**src/rtl/request_encoder.sv**
```systemverilog
// request_encoder: latches request pulses into a pending vector and hands out
// one pending index at a time on a valid/ready port, clearing each bit when it
// is consumed. The default build uses fixed lowest-index priority.
// Optional macro REQUEST_ENCODER_ROUND_ROBIN_EN replaces it with a rotating
// search that starts just after the last granted index.
module request_encoder #(
    parameter int N = 32
) (
    input  logic                 clk,
    input  logic                 reset,
    input  logic                 en,
    input  logic [N-1:0]         req,
    input  logic                 out_ready,
    output logic                 out_valid,
    output logic [$clog2(N)-1:0] out_index,
    output logic [N-1:0]         pending,
    output logic                 coalesced
);

    localparam int W = $clog2(N);
    localparam logic [W-1:0] IDX_ONE = {{(W-1){1'b0}}, 1'b1};

    typedef enum logic {IDLE, PRESENT} state_t;

    state_t         state_reg;
    logic [N-1:0]   pending_reg;
    logic [N-1:0]   pending_next;
    logic           coalesced_reg;
    logic           out_valid_reg;
    logic [W-1:0]   out_index_reg;
    logic [N-1:0]   set_vec;
    logic [N-1:0]   clr_vec;
    logic           handshake;
    logic [W-1:0]   scan_base;
    logic [W-1:0]   scan_idx;
    logic [W-1:0]   sel_index;
    logic           sel_found;

`ifdef REQUEST_ENCODER_ROUND_ROBIN_EN
    logic [W-1:0]   ptr_reg;
    assign scan_base = ptr_reg;
`else
    assign scan_base = '0;
`endif

    assign handshake = out_valid_reg && out_ready;
    assign set_vec   = en ? req : '0;

    // One-hot clear of the presented index, only on a handshake edge
    generate
        for (genvar gi = 0; gi < N; gi++) begin : g_clr
            assign clr_vec[gi] = handshake && (out_index_reg == W'(gi));
        end
    endgenerate

    // Set has priority over clear so a same-edge re-request is not lost
    assign pending_next = (pending_reg & ~clr_vec) | set_vec;

    // First set bit of the registered pending, scanning upward from scan_base with wrap
    always_comb begin
        sel_index = '0;
        sel_found = 1'b0;
        scan_idx  = '0;
        for (int k = 0; k < N; k++) begin
            scan_idx = scan_base + k[W-1:0];
            if (!sel_found && pending_reg[scan_idx]) begin
                sel_index = scan_idx;
                sel_found = 1'b1;
            end
        end
    end

    // Pending vector and coalesce pulse
    always_ff @(posedge clk or posedge reset) begin
        if (reset) begin
            pending_reg   <= '0;
            coalesced_reg <= 1'b0;
        end else begin
            pending_reg   <= pending_next;
            coalesced_reg <= |(set_vec & pending_reg & ~clr_vec);
        end
    end

    // Grant FSM: load an index from IDLE, hold it in PRESENT until accepted
    always_ff @(posedge clk or posedge reset) begin
        if (reset) begin
            state_reg     <= IDLE;
            out_valid_reg <= 1'b0;
            out_index_reg <= '0;
`ifdef REQUEST_ENCODER_ROUND_ROBIN_EN
            ptr_reg       <= '0;
`endif
        end else begin
            case (state_reg)
                IDLE: begin
                    if (pending_reg != '0) begin
                        out_index_reg <= sel_index;
                        out_valid_reg <= 1'b1;
                        state_reg     <= PRESENT;
                    end
                end
                PRESENT: begin
                    if (out_ready) begin
                        out_valid_reg <= 1'b0;
                        state_reg     <= IDLE;
`ifdef REQUEST_ENCODER_ROUND_ROBIN_EN
                        ptr_reg       <= out_index_reg + IDX_ONE;
`endif
                    end
                end
                default: begin
                    state_reg     <= IDLE;
                    out_valid_reg <= 1'b0;
                end
            endcase
        end
    end

`ifndef REQUEST_ENCODER_ROUND_ROBIN_EN
    // IDX_ONE only feeds the pointer; keep it referenced in the fixed build
    logic unused_one;
    assign unused_one = ^IDX_ONE;
`endif

    assign out_valid = out_valid_reg;
    assign out_index = out_index_reg;
    assign pending   = pending_reg;
    assign coalesced = coalesced_reg;

endmodule

```
**config.mk**
```make
export PLATFORM = sky130hd
export DESIGN_NAME = request_encoder
export DESIGN_NICKNAME = d
export VERILOG_FILES = /design/src/rtl/request_encoder.sv
export SDC_FILE = /design/constraint.sdc
export NUM_CORES = 1
export LEC_CHECK = 0
export CORE_ASPECT_RATIO = 0.75
export CORE_MARGIN = 2
export CORE_UTILIZATION = 30
export DETAILED_ROUTE_END_ITERATION = 10
export MAX_ROUTING_LAYER = met4
export PLACE_DENSITY = 0.63
export SLEW_MARGIN = 20
export SYNTH_ARGS = -nofsm -noshare
export SYNTH_HDL_FRONTEND = slang
export SYNTH_SLANG_ARGS = --single-unit
```
**constraint.sdc**
```tcl
create_clock -name clk -period 2.7 [get_ports clk]
set_input_delay 0.27 -clock clk [delete_from_list [all_inputs] [get_ports clk]]
set_output_delay 0.27 -clock clk [all_outputs]
set_load 0.05 [all_outputs]
```
==> flow_summary.yaml <==
pwr:
  p_leak_nw: 1.41
  vdd_drop_max_uv: 297
  power_density_nw_per_um2: 464
placement:
  io_buffers: 74
  gp_congestion: 0.916
  dp.final_hpwl_um: 7030
sta:
  maxSlewHeadroom_pct: 60.2
  min_period_ns: 2.44
  hold_viol: 0
  tightest_slew_ns: 0.597
  setup_tns_ns: 0
  clock_skew_ns: 0.00199
  rsz0062_at_grt: "no"
  drv_slew: 0
  period_share_pct: 90.2
  clock.fmax_mhz: 410
  whs_ns: 0.401
  finalSetupViolCount: 0
cells_and_area:
  largest_reg_flops: 32
  diodes: 0
  layout-drive-gt1-share_pct: 9.31
  syn2layout_area_growth_pct: 41.9
  seq_area_um2: 1000
  multi_input_area_um2: 1380
  fin_nets: 411
  fillers: 823
setup_path:
  reg2reg_depth: 6
  r2r-start: "out_index[3]"
  r2r_end: "coalesced"
  worst-path-max-fanout: 10
  endpoint_kind: "flip-flop"
  crit_chain: "and3_1, nand2_1, o31ai_1, o2111ai_1, or3_1, o41a_1"
  reg2reg_slack_ns: 0.26
  arrival_ns: 2.63
  critPathMaxStageDelay_ns: 0.67
  path_class: "reg -> reg"
  start_kind: "flip-flop"
  worstPathRequired_ns: 2.89
  critPathSlowestCell: "dfrtp_1"
synthesis:
  synth-seq-area-share_pct: 40.3
  synth_nets: 323
  synth_cells: 287
  synth-edff-count: 0
  syn_avg_cell_area_um2: 8.65
  async_reset_ff_share_pct: 100
  synth_seq_cells: 40
  yosys_most_used_dff: "dfrtp_1"
  synth_area_um2: 2480
  yosysWarnings: 0
  synth_cell_types: 55
cts:
  clk_latency_ns: 0.30
  h-tree-depth: 2
  clk_path_buf_depth: 2
  cts_resized: 0
  clkTransAtPathRegs_ns: 0.08
  hold_buffers: 0
  clockRootBuffer: "clkbuf_8"
  cts-buffers-inserted: 5
  cts_setup_buffers: 0
  cts_sinks: 40
  cts_tree: "built"
worst_hold_path:
  hp-class: "in -> async"
global_routing:
  grt_pass1_vias: 2495
  track_usage_pct: 22.3
  grt_max_degree: 41
  antenna_found_initial: 0
  grt_first_pass_wirelength_um: 14400
  grt_overflow_total: 0
detailed_routing:
  ant_nets: 0
  routed_wl_um: 9240
  via_per_inst: 5.64
  dr.pass1.iters: 4
  drtIter0Drc: 239
  wl_per_cell_um: 19.2
  num_vias: 2712
  drc: 0
die:
  fp.coreArea_um2: 7950
  dieWidth_um: 109
  initial_core_util_pct: 31.2
  ioPinCount: 75
  die-area_um2: 9030
  die-height_um: 82.8
  rows: 28
flow_run:
  maxCapViolations: 0
status:
  status: "finished clean"
==> worst max-delay path by stage <==
stage	startpoint	end	slack, ns	cells after the start
CTS	out_index[3]	coalesced	0.30	6
global route	out_index[3]	coalesced	0.1	6
global placement	out_ready	coalesced	0.21	8
floorplan	out_valid	coalesced	0.34	7
finish	out_index[3]	coalesced	0.26	6
detailed placement	out_ready	coalesced	0.15	8
==> layout make-up <==
| cell class | count | area share, % |
|---|---|---|
| multi-input combinational | 225 | 39.1 |
| timing repair buffer | 93 | 25.1 |
| sequential | 40 | 28.4 |
| clock buffer | 8 | 2.56 |
| tap | 105 | 3.73 |
| inverter | 10 | 1.07 |
==> cells by family (layout without fill, tap and decap cells) <==
family / after synthesis / in the layout / share of synthesized area [%]
AOI/OAI and AO/OA: 91 / 91 / 28.2
buffers and inverters: 22 / 111 / 4.13
DFF: 40 / 40 / 40.3
and+or+nand+nor: 134 / 134 / 27.3
==> per-layer routing <==
metal	global-route usage [%]	routed length, µm
met1	35.3	4730
met2	27.6	3670
met3	4.14	713
met4	6.15	117
met5	-	0
==> cell usage after synthesis (all sizes together), types with 2 or more instances <==
| cell type | instances | area share [%] |
|---|---|---|
| nand3 | 12 | 2.4 |
| and2b | 4 | 1.3 |
| o211ai | 5 | 1.5 |
| a31oi | 15 | 4.4 |
| nor2b | 3 | 0.76 |
| a41oi | 2 | 0.71 |
| a21o | 2 | 0.66 |
| nand2b | 3 | 0.76 |
| o21ai | 7 | 1.6 |
| nor4 | 9 | 2.5 |
| and2 | 3 | 0.76 |
| a221oi | 2 | 0.71 |
| o31a | 2 | 0.71 |
| o2111ai | 2 | 0.71 |
| and3 | 3 | 0.76 |
| o21bai | 2 | 0.60 |
| o31ai | 3 | 0.91 |
| dfrtp | 40 | 40 |
| buf | 6 | 1.7 |
| a22o | 23 | 8.1 |
| nand2 | 54 | 8.2 |
| o32a | 2 | 0.81 |
| nand4 | 6 | 1.5 |
| a22oi | 2 | 0.60 |
| or2b | 2 | 0.66 |
| nor2 | 23 | 4.1 |
| inv | 10 | 1.5 |
| a21oi | 12 | 2.4 |
| clkbuf | 6 | 0.91 |
| nor3 | 5 | 1.0 |
==> stage by stage <==
stage | instance area (µm²) | std cells | power (W) | utilization (%) | setup slack (ns)
after CTS | 3520 | 481 | 0.00164 | 44.3 | 0.297
after floorplan | 2480 | 287 | 0.000984 | - | 0.336
after detailed placement | 3430 | 473 | 0.00121 | 43.2 | 0.148
after global routing | 3520 | 481 | 0.00171 | 44.3 | 0.0979
final | 3520 | 481 | 0.00163 | 44.3 | 0.263
after global placement | 3430 | 473 | 0.00121 | 43.2 | 0.212
==> placed cells by master (no fill, tap or decap), types with 3 or more instances in the layout <==
cell,instances
nor2_1,22
nor4_1,8
a22o_1,23
clkbuf_8,6
nor2b_1,3
nand4_1,6
inv_1,10
nand3_1,12
clkdlybuf4s50_1,74
buf_4,19
a31oi_1,14
o21ai_0,6
a21oi_1,12
nand2_1,54
dfrtp_1,40
nand2b_1,3
nor3_1,5
and3_1,3
and2_1,3
o211ai_1,5
and2b_1,3
o31ai_1,3
==> worst max-delay path: cells and delay by family, from the launching register on <==
kind,cells,cell delay (ns)
compound gates,3,0.77
simple gates,3,0.88
flops,1,0.67
==> power by group <==
part           total, W  internal (W)  leakage (nW)  switching (W)
clock network  0.000431      0.000209        0.0455       0.000222
registers      0.000697      0.000631         0.380      0.0000653
logic          0.000506      0.000200         0.982       0.000305
total           0.00163       0.00104          1.41       0.000593
Power figures use the tool's default switching activity.
